$ cat src/rtl/i2c_write_sequencer_pkg.sv
// Shared definitions for the I2C write sequencer: FSM state encodings and the I2C write bit.
// The bench imports this package so that both sides agree on the encodings.
package i2c_write_sequencer_pkg;

  typedef enum logic [3:0] {
    S_IDLE         = 4'd0,
    S_ISSUE_START  = 4'd1,
    S_WAIT_HOLD    = 4'd2,
    S_SEND         = 4'd3,
    S_WAIT_BYTE    = 4'd4,
    S_ISSUE_STOP   = 4'd5,
    S_WAIT_STOP_LO = 4'd6,
    S_WAIT_STOP_HI = 4'd7,
    S_DONE         = 4'd8
  } state_t;

  localparam logic I2C_WRITE_BIT = 1'b0;

  // States in which the sequencer is blocked on the master (watchdog-supervised)
  function automatic logic is_wait_state(input state_t s);
    return s inside {S_ISSUE_START, S_WAIT_HOLD, S_WAIT_BYTE, S_WAIT_STOP_LO, S_WAIT_STOP_HI};
  endfunction

endpackage

$ cat src/rtl/i2c_write_sequencer_rr_arb.sv
// Two-way round-robin arbiter: one-hot grant from the valid pair, pointer
// moves to the requester that was not just served when advanced.
module i2c_rr_arb2 (
  input  logic       clk,
  input  logic       reset,
  input  logic [1:0] i_valid,
  input  logic       i_advance,
  input  logic       i_last,
  output logic [1:0] o_grant,
  output logic       o_ptr
);

  logic r_ptr;

  always_ff @(posedge clk or posedge reset) begin
    if (reset)
      r_ptr <= 1'b0;
    else if (i_advance)
      r_ptr <= ~i_last;
  end

  always_comb begin
    o_grant = i_valid;
    if (i_valid == 2'b11)
      o_grant = r_ptr ? 2'b10 : 2'b01;
  end

  assign o_ptr = r_ptr;

endmodule

$ cat src/rtl/i2c_write_sequencer.sv
// Two-requester I2C write transaction sequencer in front of a byte-level master.
// Optional watchdog enabled by defining I2C_SEQ_TIMEOUT_EN.
module i2c_write_sequencer
  import i2c_write_sequencer_pkg::*;
#(
  parameter int LEN_W = 4
`ifdef I2C_SEQ_TIMEOUT_EN
  , parameter int TIMEOUT_CYC = 4096
`endif
) (
  input  logic             clk,
  input  logic             reset,
  input  logic             req0_valid,
  input  logic [6:0]       req0_addr,
  input  logic [LEN_W-1:0] req0_len,
  input  logic [7:0]       req0_data,
  output logic             req0_pop,
  output logic             req0_done,
  input  logic             req1_valid,
  input  logic [6:0]       req1_addr,
  input  logic [LEN_W-1:0] req1_len,
  input  logic [7:0]       req1_data,
  output logic             req1_pop,
  output logic             req1_done,
  input  logic             m_ready,
  input  logic             m_tx_done,
  output logic             m_start,
  output logic             m_stop,
  output logic             m_i2c_en,
  output logic [7:0]       m_tx_data,
  output logic             busy,
  output logic             err
);

  state_t           r_state, w_state_next;
  logic             r_gnt;
  logic [LEN_W-1:0] r_len, r_cnt;
  logic [1:0]       w_grant;
  logic             w_ptr;
  logic             w_advance;
  logic             w_abort;
  logic             w_pick;
  logic [7:0]       w_payload;
  logic             r_start, r_stop, r_en, r_pop0, r_pop1, r_done0, r_done1, r_busy;
  logic [7:0]       r_tx_data;

  i2c_rr_arb2 u_arb (
    .clk       (clk),
    .reset     (reset),
    .i_valid   ({req1_valid, req0_valid}),
    .i_advance (w_advance),
    .i_last    (r_gnt),
    .o_grant   (w_grant),
    .o_ptr     (w_ptr)
  );

  assign w_pick    = w_grant[1];
  assign w_payload = r_gnt ? req1_data : req0_data;

`ifdef I2C_SEQ_TIMEOUT_EN
  localparam int WD_W = $clog2(TIMEOUT_CYC) + 1;
  logic [WD_W-1:0] r_wd_cnt;
  logic            r_err;
  logic            w_timeout;

  assign w_timeout = is_wait_state(r_state) && (r_wd_cnt == WD_W'(TIMEOUT_CYC - 1));
  assign w_abort   = w_timeout;
  assign err       = r_err;

  // Counts cycles spent in one supervised state; any state change restarts it
  always_ff @(posedge clk or posedge reset) begin
    if (reset) begin
      r_wd_cnt <= '0;
      r_err    <= 1'b0;
    end else begin
      r_err <= w_timeout;
      if (w_state_next != r_state || !is_wait_state(r_state))
        r_wd_cnt <= '0;
      else
        r_wd_cnt <= r_wd_cnt + 1'b1;
    end
  end
`else
  assign w_abort = 1'b0;
  assign err     = 1'b0;
`endif

  always_comb begin
    w_state_next = r_state;
    w_advance    = 1'b0;
    case (r_state)
      S_IDLE:         if (m_ready && (|w_grant)) w_state_next = S_ISSUE_START;
      S_ISSUE_START:  if (m_tx_done) w_state_next = S_WAIT_HOLD;
      S_WAIT_HOLD:    if (m_ready) w_state_next = (r_cnt < r_len) ? S_SEND : S_ISSUE_STOP;
      S_SEND:         w_state_next = S_WAIT_BYTE;
      S_WAIT_BYTE:    if (m_tx_done) w_state_next = S_WAIT_HOLD;
      S_ISSUE_STOP:   w_state_next = S_WAIT_STOP_LO;
      S_WAIT_STOP_LO: if (!m_ready) w_state_next = S_WAIT_STOP_HI;
      S_WAIT_STOP_HI: if (m_ready) w_state_next = S_DONE;
      S_DONE: begin
        w_state_next = S_IDLE;
        w_advance    = 1'b1;
      end
      default:        w_state_next = S_IDLE;
    endcase
`ifdef I2C_SEQ_TIMEOUT_EN
    if (w_timeout) begin
      w_state_next = S_IDLE;
      w_advance    = 1'b1;
    end
`endif
  end

  // Outputs are decoded from the next state so they line up with the state they belong to
  always_ff @(posedge clk or posedge reset) begin
    if (reset) begin
      r_state   <= S_IDLE;
      r_gnt     <= 1'b0;
      r_len     <= '0;
      r_cnt     <= '0;
      r_start   <= 1'b0;
      r_stop    <= 1'b0;
      r_en      <= 1'b0;
      r_tx_data <= 8'h00;
      r_pop0    <= 1'b0;
      r_pop1    <= 1'b0;
      r_done0   <= 1'b0;
      r_done1   <= 1'b0;
      r_busy    <= 1'b0;
    end else begin
      r_state <= w_state_next;
      if (r_state == S_IDLE && w_state_next == S_ISSUE_START) begin
        r_gnt     <= w_pick;
        r_len     <= w_pick ? req1_len : req0_len;
        r_cnt     <= '0;
        r_tx_data <= {(w_pick ? req1_addr : req0_addr), I2C_WRITE_BIT};
      end else if (w_state_next == S_SEND) begin
        r_tx_data <= w_payload;
      end else if (w_abort) begin
        r_tx_data <= 8'h00;
      end
      // Compare-before-increment keeps cnt within LEN_W bits at the maximum length
      if (r_state == S_SEND)
        r_cnt <= r_cnt + 1'b1;
      r_start <= (w_state_next == S_ISSUE_START);
      r_stop  <= (w_state_next == S_ISSUE_STOP);
      r_en    <= (w_state_next == S_ISSUE_START) || (w_state_next == S_SEND) ||
                 (w_state_next == S_ISSUE_STOP);
      r_pop0  <= (w_state_next == S_SEND) && !r_gnt;
      r_pop1  <= (w_state_next == S_SEND) && r_gnt;
      r_done0 <= ((w_state_next == S_DONE) || w_abort) && !r_gnt;
      r_done1 <= ((w_state_next == S_DONE) || w_abort) && r_gnt;
      r_busy  <= (w_state_next != S_IDLE);
    end
  end

  assign m_start   = r_start;
  assign m_stop    = r_stop;
  assign m_i2c_en  = r_en;
  assign m_tx_data = r_tx_data;
  assign req0_pop  = r_pop0;
  assign req1_pop  = r_pop1;
  assign req0_done = r_done0;
  assign req1_done = r_done1;
  assign busy      = r_busy;

endmodule

$ cat config.mk
export PLATFORM = sky130hd
export DESIGN_NAME = i2c_write_sequencer
export DESIGN_NICKNAME = d
export VERILOG_FILES = /design/src/rtl/i2c_write_sequencer_pkg.sv /design/src/rtl/i2c_write_sequencer_rr_arb.sv /design/src/rtl/i2c_write_sequencer.sv
export SDC_FILE = /design/constraint.sdc
export NUM_CORES = 1
export LEC_CHECK = 0
export BUFFER_PORTS_ARGS = -buffer_cell sky130_fd_sc_hd__buf_2
export CAP_MARGIN = 5
export CORE_ASPECT_RATIO = 0.9
export CORE_MARGIN = 2
export CORE_UTILIZATION = 44
export CTS_CLUSTER_DIAMETER = 150
export DETAILED_ROUTE_END_ITERATION = 10
export HOLD_SLACK_MARGIN = 0.08
export PLACE_DENSITY = 0.75
export SLEW_MARGIN = 10
export SYNTH_ARGS = -nofsm -noshare
export SYNTH_HDL_FRONTEND = slang
export SYNTH_SLANG_ARGS = --single-unit
$ cat constraint.sdc
create_clock -name clk -period 2 [get_ports clk]
set_input_delay 0.4 -clock clk [delete_from_list [all_inputs] [get_ports clk]]
set_output_delay 0.4 -clock clk [all_outputs]
set_load 0.05 [all_outputs]
After elaboration in Yosys (flattened, before gate mapping):

Cells that the tools add are included.

* multiplexer cells: 17
* reduce and logical (&&, ||, !) cells: 15
* order comparisons: 1
* add/sub/neg operators: 1
* bitwise gates (word level): 1
* eq/ne operators: 13

Operator list (number)
* two-way mux 4 bit: 8
* case mux 4 bit (7 select lines): 1
* two-way mux 8 bit: 3
* equality test 4 x 3 -> 1 bit (second input constant): 5
* equality test 4 x 2 -> 1 bit (second input constant): 3
* equality test 4 x 1 -> 1 bit (second input constant): 2
* equality test 4 bit (second input constant): 2
* two-way mux 7 bit: 1
* logical AND 1 bit: 6
* adder 4 x 1 -> 4 bit (second input constant): 1
* zero test 4 bit: 1
* less-than comparator 4 bit: 1
* two-way mux 2 bit: 2
* nonzero test 2 bit: 2
* nonzero test 4 bit: 1
* OR reduction 2 bit: 2
* two-way mux 3 bit: 1
* equality test 2 bit (second input constant): 1
* logical OR 1 bit: 2
* zero test 1 bit: 1
* two-way mux 1 bit: 1
* inverter 1 bit: 1

* flip-flop bits (word level): 30
* logic and storage cells: 62

Longest topological paths before layout:

Gate-level depths: netlist (run 1).

* depth after elaboration: 10
* gate-level depth with buffers: 9
* gate-level depth less buffers: 8

By module:

A second synthesis (run 1) with hierarchy kept.

* cells, all modules: 195
* area, all modules: 1816.7 µm²

Modules (own cells, without submodules)
* i2c_write_sequencer: instances 1, area each 1760.4 µm², sequential area each 725.7 µm², cells an instance 188
* i2c_rr_arb2: instances 1, area each 56.3 µm², sequential area each 25.0 µm², cells an instance 7

Worst setup path after synthesis (run 1):

OpenSTA, ideal clock, no wires.

* path kind: register to register
* start point: reg r_cnt[1]
* end point: reg r_len[0]
* required time: 1.875 ns
* path buffers: 0
* data arrival time: 1.891 ns
* stages on the path, launching flop included: 7
* period minus slack after synthesis: 2.016 ns
* setup time: 0.125 ns
* path slack: -0.016 ns
* cells stage by stage: dfrtp_1 > ha_1 > o211ai_1 > o21ai_0 > a31o_2 > nor3_4 > mux2_4

* cells in the longest elaborated chain, start to end: 6

Ends and longest elaborated chain
* start, declared: line i2c_write_sequencer.sv:37 `logic [LEN_W-1:0] r_len, r_cnt;`
* start signal, assigned: line i2c_write_sequencer.sv:144 `r_cnt <= r_cnt + 1'b1;`
* less-than comparator 4 bit: line i2c_write_sequencer.sv:94 `S_WAIT_HOLD: if (m_ready) w_state_next = (r_cnt < r_len) ? S_SEND : S_ISSUE_STOP;`
* two-way mux 3 bit: line i2c_write_sequencer.sv:94
* two-way mux 4 bit: line i2c_write_sequencer.sv:94
* case mux 4 bit (7 select lines): line i2c_write_sequencer.sv:91 `case (r_state)`
* net w_state_next[2]: line i2c_write_sequencer.sv:35 `state_t r_state, w_state_next;`
* equality test 4 x 1 -> 1 bit: line i2c_write_sequencer.sv:132 `if (r_state == S_IDLE && w_state_next == S_ISSUE_START) begin`
* logical AND 1 bit: line i2c_write_sequencer.sv:132
* end signal, assigned: line i2c_write_sequencer.sv:134 `r_len <= w_pick ? req1_len : req0_len;`
* end, declared: line i2c_write_sequencer.sv:37

The timed path passes the listed nets, and every way through them passes these cells.
A chain may end at the register's enable or synchronous reset.

Worst setup path after layout (run 1):

* start point: reg r_cnt[1]
* end point: reg r_tx_data[5], in the netlist m_tx_data[5]

* cells in the longest elaborated chain, start to end: 7
* elaborated cells on any way between the ends: 9

Ends and longest elaborated chain
* less-than comparator 4 bit (*): line i2c_write_sequencer.sv:94
* two-way mux 3 bit (*): line i2c_write_sequencer.sv:94
* two-way mux 4 bit (*): line i2c_write_sequencer.sv:94
* case mux 4 bit (7 select lines) (*): line i2c_write_sequencer.sv:91
* net w_state_next[2]: line i2c_write_sequencer.sv:35
* equality test 4 x 1 -> 1 bit: line i2c_write_sequencer.sv:132
* logical AND 1 bit: line i2c_write_sequencer.sv:132
* two-way mux 8 bit / nonzero test 2 bit (equally long branches)
* end signal, assigned: line i2c_write_sequencer.sv:136 `r_tx_data <= {(w_pick ? req1_addr : req0_addr), I2C_WRITE_BIT};`
* end signal, assigned: line i2c_write_sequencer.sv:138 `r_tx_data <= w_payload;`
* end, declared: line i2c_write_sequencer.sv:45 `logic [7:0] r_tx_data;`

The timed path passes the listed nets; every way through them passes the cells marked *.

==> impl_metrics.tcl, run 1 <==
set metrics [dict create \
    ant_nets 0 \
    die_w_microns 69.1 \
    ctsLongestPathBuffers 2 \
    r2r-start "r_cnt[1]" \
    detailed_place.area_sq_um 2080 \
    post_drt_via_cell_ratio 5.35 \
    grt_pass1_wl_mm 6.26 \
    chipHeight_microns 62.6 \
    largest_net_degree_at_the_start_of_global_routing 31 \
    worst_path_fanout_max 6 \
    root_buffer "sky130_fd_sc_hd__clkbuf_8" \
    final_common_cell "sky130_fd_sc_hd__buf_2" \
    synth_cell_type_count 49 \
    yosys_register_bits 30 \
    finalHoldViolCount 0 \
    via_count 1460 \
    area_taken_by_multi_input_logic_gates_sq_um 898 \
    synthDominantAreaCellType "sky130_fd_sc_hd__dfrtp_1" \
    reg2regPathDepth 7 \
    post_route_cells_drive_above_1_share_pct 48.0 \
    number_of_antenna_violations_at_the_first_check_in_global_routing 0 \
    worst_hold_slack_ps 186 \
    route.final.wire_length_mm 4.01 \
    min_period_ps 1990 \
    worst_r2r_setup_slack_ps 10 \
    boundary_pins 61 \
    placementRows 21 \
    cts_bufs_inserted 5 \
    place.detailed.hpwl_mm 2.85 \
    tns_ps 0 \
    grt.total_usage_pct 18.5 \
    core_area_sq_um 3680 \
    timing.max_cap.violations 0 \
    maximum_clock_rate_ghz 0.503 \
    power.density_cell_area_nw_per_um2 1750 \
    die_area_sq_um 4320 \
    power.leakage_uw 0.00114 \
    rsz_0062_raised_after_global_routing "true" \
    timing.critical_path.from "r_cnt[1]" \
    drc_errors 0 \
    synthFlopType "sky130_fd_sc_hd__dfrtp_1" \
    firstDrtPassIters 4 \
    num-fill-cells 291 \
    layout.cells.most_common_list "sky130_fd_sc_hd__buf_2 (59), sky130_fd_sc_hd__dfrtp_1 (28), sky130_fd_sc_hd__mux2i_1 (21), sky130_fd_sc_hd__buf_4 (15), sky130_fd_sc_hd__inv_1 (8)" \
    setup_viol 0 \
    fin_skew_ps 3.55 \
    dpl.cell_count 262 \
    routabilityCongestion 0.810 \
    syn-cell-area_sq_um 1680 \
    numPortBuffers 59 \
    max-vdd-ir-drop_v 0.000980 \
    slew_violations 0 \
    cts.sink_count 30 \
    timing.critical_path.arrival_ps 2150 \
    worst_setup_hold_path_clk_slew_ps 60 \
    worst-endpoint-required_ps 2160 \
    insertion_delay_ps 280 \
    seq_area_sq_um 753 \
    final_nets 274 \
    globalRouteOverflowTotal 0 \
    cts_tree "built" \
    final_design_area_no_fill_sq_um 2300 \
    flow.area_growth_from_synthesis_pct 37.4 \
    worst-slew-pin-transition_ps 634 \
    start_kind "flip-flop" \
    layout_worst_path_cycle_share_pct 99.5 \
    syn-num-nets 200 \
    synth-edff-count 0 \
    n_antenna_cell 0 \
    timing.critical_path.to_type "flip-flop" \
    floorplan.initialDensity_pct 45.6 \
    synth.area.top_cells "sky130_fd_sc_hd__dfrtp_1 (45%), sky130_fd_sc_hd__mux2i_1 (13%), sky130_fd_sc_hd__o22a_1 (3.7%)" \
    clock_tree.htree_level_count 2 \
    synth_area_per_cell_sq_um 11.0 \
    grt_pass1_vias 1401 \
    synth.yosys.warnings 0 \
    wire_per_inst_microns 14.7 \
    yosysSeqAreaShare_pct 44.8 \
    result_of_the_run "complete, no violations" \
    worst_slew_margin_rel_pct 57.7 \
    async_reset_ff_share_pct 100 \
    reg2reg_to "m_tx_data[5]" \
    worst-setup-path-type "reg2reg" \
    post-synth-top-area-fraction_pct 44.8 \
    layoutNonFillerInstCount 273 \
    hp-class "in2async" \
    syn_inst 152 \
    drt_first_iter_violations 81 \
]
## synthesized netlist by cell type (3+ instances only)
| cell type | n |
|---|---|
| sky130_fd_sc_hd__a21oi_1 | 5 |
| sky130_fd_sc_hd__a22oi_1 | 7 |
| sky130_fd_sc_hd__clkbuf_1 | 3 |
| sky130_fd_sc_hd__dfrtp_1 | 30 |
| sky130_fd_sc_hd__ha_1 | 4 |
| sky130_fd_sc_hd__inv_1 | 9 |
| sky130_fd_sc_hd__mux2i_1 | 21 |
| sky130_fd_sc_hd__nand2_1 | 4 |
| sky130_fd_sc_hd__nand2b_1 | 3 |
| sky130_fd_sc_hd__nor2_1 | 4 |
| sky130_fd_sc_hd__nor3_1 | 6 |
| sky130_fd_sc_hd__o21ai_0 | 3 |
| sky130_fd_sc_hd__o22a_1 | 7 |
## layout make-up
type                       count  share of cell area [%]
clock buffer                   5                    2.99
clock inverter                 3                    1.74
inverter                      11                    1.90
multi-input combinational    101                    39.0
sequential                    30                    32.7
tap                           46                    2.50
timing repair buffer          77                    19.2
## power by group
part	total (uW)	switching (uW)	internal [uW]
Clock	590	224	366
Combinational	2320	1350	971
Sequential	1110	251	858
## kinds of logic (layout without fill, tap and decap cells)
kind of cell	count (synthesis)	in the layout	synth area share, %
AO/OA/AOI/OAI	38	38	17.9
AND/OR/NAND/NOR	34	34	13.1
flip-flops	30	30	44.8
multiplexers	24	24	14.8
buffers and inverters	21	96	6.19
adder cells (fa/ha/maj)	4	4	2.99
other	1	1	0.224
## timing repair
item / 4_1_cts / 5_1_grt
gates resized for setup: 2 / 18
setup endpoints to repair: 18 / 20
buffers inserted: 0 / 3
hold buffers: 0 / 0
pin swaps: 1 / 11
## critical path: stages (launching register included)
cell and delay [ps]:
sky130_fd_sc_hd__dfrtp_1 410, sky130_fd_sc_hd__ha_4 240, sky130_fd_sc_hd__o211ai_1 270, sky130_fd_sc_hd__o21ai_2 110, sky130_fd_sc_hd__a31o_4 270, sky130_fd_sc_hd__or2_4 270
sky130_fd_sc_hd__buf_6 130, sky130_fd_sc_hd__o22a_1 160
## flip-flops by register name, indices dropped and copies added (netlist names)
signal / count
r_state: 4
r_cnt: 4
u_arb.o_ptr: 1
req1_done: 1
busy: 1
req0_done: 1
req1_pop: 1
m_i2c_en: 1
m_tx_data: 8
m_start: 1
req0_pop: 1
m_stop: 1
r_len: 4
r_gnt: 1
## metrics by stage
step / power [uW] / util [%] / setup WS [ps]
6_report: 4020 / 62.6 / 10.4
5_1_grt: 4270 / 62.6 / -61.3
4_1_cts: 3740 / 59.7 / 7.22
3_5_place_dp: 3130 / 56.5 / -30.0
3_3_place_gp: 3100 / 56.5 / -55.1
2_1_floorplan: 2630 / - / -1.31
## per-layer routing
metal	GRT usage, %	wire (microns)
met1	23.7	1830
met2	28.6	1790
met3	6.77	294
met4	7.35	94
met5	0	0
## how the worst max path moves through the flow
stage,endpoint,slack [ps],depth (start not counted)
CTS,r_len[3],7,8
global placement,req0_pop,-60,6
detailed placement,r_cnt[0],-30,6
floorplan,r_len[0],-1,6
finish,m_tx_data[5],10,7
global route,m_tx_data[2],-60,8
Note: power is estimated with default switching activity, not from simulation.
==> run 2: changes to the inputs <==
Settings changed: CORE_UTILIZATION 44 to 45, PLACE_DENSITY 0.75 to 0.78, SYNTH_HIERARCHICAL set to 1.
==> impl_metrics.tcl, run 2 <==
set metrics [dict create \
    synth_cell_type_count 39 \
    result_of_the_run "complete, no violations" \
    detailed_place.area_sq_um 2350 \
    r2r-start "r_state[0]" \
    via_count 1795 \
    die_w_microns 71.0 \
    n_antenna_cell 0 \
    synthDominantAreaCellType "sky130_fd_sc_hd__dfrtp_1" \
    place.detailed.hpwl_mm 3.32 \
    synth_area_per_cell_sq_um 9.32 \
    power.clock.fraction_pct 12.9 \
    syn-num-nets 243 \
    worst_path_fanout_max 10 \
    timing.max_cap.violations 0 \
    p_sw_uw 1800 \
    die_area_sq_um 4560 \
    tns_ps 0 \
    fin_skew_ps 2.00 \
    setup_viol 0 \
    grt_pass1_wl_mm 7.94 \
    met1_length_mm 2.13 \
    timing.critical_path.to_type "flip-flop" \
    synth-edff-count 0 \
    critical-path-top-cell-by-count "sky130_fd_sc_hd__buf_4" \
    grt.total_usage_pct 22.3 \
    yosys_register_bits 30 \
    largest_register_ff_count 8 \
    worst-setup-path-type "reg2reg" \
    post_drt_via_cell_ratio 5.59 \
    post-synth-top-area-fraction_pct 41.3 \
    layout_worst_path_cycle_share_pct 97.9 \
    synth_common_cells "sky130_fd_sc_hd__dfrtp_1 (30), sky130_fd_sc_hd__mux2i_1 (20), sky130_fd_sc_hd__nor2_1 (18)" \
    worst-slew-pin-transition_ps 566 \
    power_frac_seq_pct 24.8 \
    core_area_sq_um 3780 \
    worst_hold_slack_ps 395 \
    sum_of_met3_wire_segment_lengths_after_detailed_routing_microns 321 \
    syn_inst 195 \
    floorplan.initialDensity_pct 48.0 \
    timing.critical_path.arrival_ps 2160 \
    drt_first_iter_violations 121 \
    timing.critical_path.from "r_state[0]" \
    hp-class "in2reg" \
    reg2regPathDepth 7 \
    grt_pass1_vias 1689 \
    utilization_pct 67.0 \
    routabilityCongestion 0.863 \
    routed.top_layer "met4" \
    globalRouteOverflowTotal 0 \
    cts_tree "built" \
    cts_bufs_inserted 5 \
    clock_tree.htree_level_count 2 \
    largest_net_degree_at_the_start_of_global_routing 35 \
    wire_per_inst_microns 15.2 \
    yosysSeqAreaShare_pct 41.3 \
    hold_depth 3 \
    max-vdd-ir-drop_v 0.000924 \
    ant_nets 0 \
    synth.area.top_cells "sky130_fd_sc_hd__dfrtp_1 (41%), sky130_fd_sc_hd__mux2i_1 (11%), sky130_fd_sc_hd__nor2_1 (3.7%)" \
    critical_path_stages 7 \
    final_nets 322 \
    drc_errors 0 \
    synth.yosys.warnings 6 \
    power.combinational.fraction_pct 62.3 \
    internal-power_uw 2130 \
    async_reset_ff_share_pct 100 \
    wl_met2_mm 2.35 \
    power.density_cell_area_nw_per_um2 1550 \
    numPortBuffers 59 \
    root_buffer "sky130_fd_sc_hd__clkbuf_8" \
    fin_total_pwr_uw 3930 \
    synthFlopType "sky130_fd_sc_hd__dfrtp_1" \
    placementRows 21 \
    firstDrtPassIters 4 \
    number_of_antenna_violations_at_the_first_check_in_global_routing 0 \
    ctsLongestPathBuffers 2 \
    finalHoldViolCount 0 \
    boundary_pins 61 \
    min_period_ps 1960 \
    cp_cell_sequence "buf_4, nor4b_4, buf_4, nand2_1, and3_4, nor4_4, mux2i_1" \
    layout.cells.most_common_list "sky130_fd_sc_hd__buf_2 (59), sky130_fd_sc_hd__dfrtp_1 (30), sky130_fd_sc_hd__buf_4 (23), sky130_fd_sc_hd__mux2i_1 (20), sky130_fd_sc_hd__nor2_1 (18)" \
    insertion_delay_ps 290 \
    holdCritStartpoint "req0_len[0]" \
    worst_setup_hold_path_clk_slew_ps 60 \
    route.final.wire_length_mm 4.89 \
    flow.area_growth_from_synthesis_pct 39.6 \
    cpLargestDelayFamily "simple AND/OR/NAND/NOR gates" \
    netSwitchingFraction_pct 45.8 \
    chipHeight_microns 64.3 \
    reg2reg_to "m_tx_data[0]" \
    worst-endpoint-required_ps 2210 \
    power.leakage_uw 0.00122 \
    critical_path.n_buffers_inverters 2 \
    maximum_clock_rate_ghz 0.511 \
    worst_r2r_setup_slack_ps 40 \
    crit_end "m_tx_data[0]" \
    worst_slew_margin_rel_pct 62.2 \
    final_common_cell "sky130_fd_sc_hd__buf_2" \
    cts.sink_count 30 \
    timing.critical_path.slowest_stage_cell "sky130_fd_sc_hd__dfrtp_1" \
    timing.critical_path.slowest_cell_delay_ps 380 \
    slew_violations 0 \
    yosysMostFrequentCell "sky130_fd_sc_hd__dfrtp_1" \
    start_kind "flip-flop" \
    final_design_area_no_fill_sq_um 2540 \
    syn-cell-area_sq_um 1820 \
    post_route_cells_drive_above_1_share_pct 40.0 \
]
## run 2: changes by cell type in the layout (fill, tap and decap cells not counted), sizes merged, moves of 6 or more
cell and delta:
a22oi -7, a311oi +7, buf +8, nand2 +10, nand3 +11, nand4 +7
nor2 +14, o22a -7, o311ai +6
## run 2: worst min-delay path by stage
stage | to | slack (ps)
CTS | r_len[0] | 400
global placement | u_arb/o_ptr | 240
floorplan | u_arb/o_ptr | 130
global route | r_len[0] | 470
finish | r_len[0] | 390
detailed placement | u_arb/o_ptr | 240
## run 2: kinds of logic (layout without fill, tap and decap cells)
logic type                 after synthesis  count (layout)  share of synthesized area [%]
and+or+nand+nor                         72              72                           21.3
AOI/OAI and AO/OA                       42              42                           16.5
DFF                                     30              30                           41.3
buffers and inverters                   25             105                           6.40
muxes                                   20              20                           11.0
adders and majority gates                4               4                           2.75
other                                    1               1                          0.206
xor gates and xnor gates                 1               1                          0.482
## run 2: tightest hold or removal path, cell delays in order
cell and delay, ps:
sky130_fd_sc_hd__buf_2 70, sky130_fd_sc_hd__mux2i_1 50, sky130_fd_sc_hd__o21ai_0 130
## run 2: repair_timing
item | in CTS | in global routing
buffers inserted | 0 | 4
resized for setup | 1 | 8
pin swaps | 0 | 3
setup endpoints to repair | 1 | 11
hold endpoints to repair | 1 | 0
hold buffers | 1 | 0
## run 2: area by class of cell
type | instances | area [sq um]
Clock buffer | 7 | 86.3
Clock inverter | 1 | 5.00
Fill cell | 313 | 1250
Inverter | 11 | 43.8
Multi-Input combinational cell | 140 | 1050
Sequential cell | 30 | 751
Tap cell | 46 | 57.6
Timing Repair Buffer | 86 | 538
## run 2: power groups by stage
stage,Clock (uW),Combinational [uW],Sequential (uW)
after floorplan,0,1290,1310
after global placement,0,2170,970
after detailed placement,0,2230,973
after CTS,515,2230,968
after global routing,536,2650,1000
final,508,2450,973
## run 2: stage by stage
step / cells / setup WS (ps)
4_1_cts: 317 / 18.4
5_1_grt: 321 / -56.4
2_1_floorplan: 195 / -36.6
3_5_place_dp: 308 / 2.86
3_3_place_gp: 308 / 58.0
6_report: 321 / 42.2
## run 2: layer usage
metal / global-route usage, % / vias to the layer above
met3: 4.10 / 9
li1: - / 878
met1: 30.6 / 839
met4: 9.20 / 0
met5: 0 / -
met2: 34.8 / 69
==> run 3: changes to the inputs <==
Settings changed: CORE_UTILIZATION 45 to 47, CTS_BUF_LIST set to sky130_fd_sc_hd__clkbuf_8, PLACE_DENSITY 0.78 to 0.81, SETUP_SLACK_MARGIN set to 0.3.
==> impl_metrics.tcl, run 3 (same netlist as run 2, synthesis figures left out) <==
set metrics [dict create \
    fin_skew_ps 10.9 \
    layout.cells.most_common_list "sky130_fd_sc_hd__buf_2 (60), sky130_fd_sc_hd__dfrtp_1 (29), sky130_fd_sc_hd__buf_4 (29), sky130_fd_sc_hd__mux2i_1 (20), sky130_fd_sc_hd__nor2_1 (16)" \
    ctsLongestPathBuffers 2 \
    seq_area_sq_um 752 \
    cp_cell_sequence "or3_4, or3_4, o311a_4, buf_6, o311ai_2, nand3_1" \
    globalRouteOverflowTotal 0 \
    timing.critical_path.arrival_ps 2130 \
    r2r-start "r_state[2]" \
    route.final.wire_length_mm 6.14 \
    num-fill-cells 232 \
    timing.max_cap.violations 0 \
    routabilityCongestion 0.839 \
    clock_tree.htree_level_count 2 \
    critical-path-top-cell-by-count "sky130_fd_sc_hd__or3_4" \
    setup_viol 0 \
    cts.sink_count 30 \
    floorplan.initialDensity_pct 49.0 \
    worstHoldEndpoint "r_len[2]" \
    cpLargestDelayFamily "simple AND/OR/NAND/NOR gates" \
    ant_nets 0 \
    reg2reg_to "m_tx_data[5]" \
    timing.critical_path.to_type "flip-flop" \
    number_of_antenna_violations_at_the_first_check_in_global_routing 0 \
    wire_per_inst_microns 18.5 \
    root_buffer "sky130_fd_sc_hd__clkbuf_8" \
    layout_worst_path_cycle_share_pct 99.2 \
    boundary_pins 61 \
    timing.critical_path.slowest_cell_delay_ps 430 \
    firstDrtPassIters 4 \
    drc_errors 0 \
    core_area_sq_um 3700 \
    area_taken_by_multi_input_logic_gates_sq_um 1200 \
    grt_pass1_wl_mm 8.40 \
    worst-setup-path-type "reg2reg" \
    maximum_clock_rate_ghz 0.504 \
    worst_path_fanout_max 4 \
    post_route_cells_drive_above_1_share_pct 50.3 \
    hp-class "in2reg" \
    worst_slew_margin_rel_pct 51.4 \
    final_nets 333 \
    drt_first_iter_violations 113 \
    start_kind "flip-flop" \
    placementRows 21 \
    largest_net_degree_at_the_start_of_global_routing 35 \
    worst-slew-pin-transition_ps 728 \
    n_antenna_cell 0 \
    holdCritStartpoint "req0_len[2]" \
    worst_setup_hold_path_clk_slew_ps 70 \
    flow.area_growth_from_synthesis_pct 53.4 \
    worst_r2r_setup_slack_ps 20 \
    final_common_cell "sky130_fd_sc_hd__buf_2" \
    result_of_the_run "complete, no violations" \
    die_area_sq_um 4380 \
    via_count 1958 \
    critical_path.n_buffers_inverters 1 \
    chipHeight_microns 63.0 \
    utilization_pct 75.2 \
    numPortBuffers 59 \
    grt.total_usage_pct 24.4 \
    worst-endpoint-required_ps 2150 \
    finalHoldViolCount 0 \
    largest_register_ff_count 8 \
    power.leakage_uw 0.00130 \
    worst_hold_slack_ps 405 \
    grt_pass1_vias 1822 \
    max-vdd-ir-drop_v 0.000902 \
    slew_violations 0 \
    rsz_0062_raised_after_global_routing "true" \
    min_period_ps 1980 \
    die_w_microns 69.5 \
    cts_bufs_inserted 5 \
    post_drt_via_cell_ratio 5.90 \
    timing.critical_path.slowest_stage_cell "sky130_fd_sc_hd__dfrtp_1" \
    power.density_cell_area_nw_per_um2 1630 \
    hold_depth 3 \
    place.detailed.hpwl_mm 3.36 \
    insertion_delay_ps 290 \
    cts_tree "built" \
    reg2regPathDepth 6 \
]
==> run 3: where the power goes <==
group          total (uW)  leakage, uW  internal, uW  switching [uW]
logic                2930     0.000871          1270            1660
registers            1030     0.000373           819             210
clock network         585    0.0000575           347             237
total                4550      0.00130          2440            2110
==> run 3: area by class of cell <==
class / count / share of cell area, %
inverter: 11 / 1.84
clock buffer: 8 / 3.95
sequential: 30 / 27.0
timing repair buffer: 96 / 21.8
tap: 46 / 2.06
timing repair inverter: 1 / 0.180
multi-input combinational: 140 / 43.2
==> run 3: metrics by stage <==
step / power [uW] / cells / worst slack [ps] / area, sq um / setup TNS, ps
floorplan: 2620 / 195 / -36.6 / 1910 / -187
global placement: 3090 / 306 / 50.5 / 2320 / 0
detailed placement: 3140 / 306 / -18.2 / 2320 / -47.8
CTS: 3990 / 328 / 87.6 / 2600 / 0
global route: 4760 / 332 / -16.9 / 2790 / -16.9
finish: 4550 / 332 / 16.1 / 2790 / 0
==> run 3: worst max-delay path by stage <==
| stage | endpoint | slack, ps | from | cells past startpoint |
|---|---|---|---|---|
| after floorplan | busy | -40 | r_cnt[3] | 7 |
| after global placement | busy | 50 | r_cnt[3] | 6 |
| after detailed placement | m_tx_data[2] | -20 | req0_valid | 8 |
| after CTS | m_tx_data[3] | 90 | r_state[0] | 6 |
| after global routing | m_tx_data[0] | -20 | r_state[2] | 6 |
| final | m_tx_data[5] | 20 | r_state[2] | 6 |
==> run 3: what timing repair did <==
action,in CTS,in global routing
pin swaps,13,17
endpoints found under the hold margin,1,0
gates cloned,2,1
buffers inserted,11,3
resized for setup,16,33
endpoints found under the setup margin,17,20
hold buffers,1,0
==> run 3: worst register-to-register path, delay by kind of cell, from the launching register on <==
family / cells / cell delay (ps)
AOI/OAI and AO/OA: 2 / 390
DFF: 1 / 430
and+or+nand+nor: 3 / 880
buffers and inverters: 1 / 150
==> run 3: per-layer routing <==
metal | global-route usage, % | share of wire [%] | vias up
li1 | - | - | 900
met1 | 31.9 | 41 | 933
met2 | 40.3 | 50 | 104
met3 | 5.65 | 6.5 | 21
met4 | 7.84 | 2.8 | 0
met5 | 0 | 0 | -
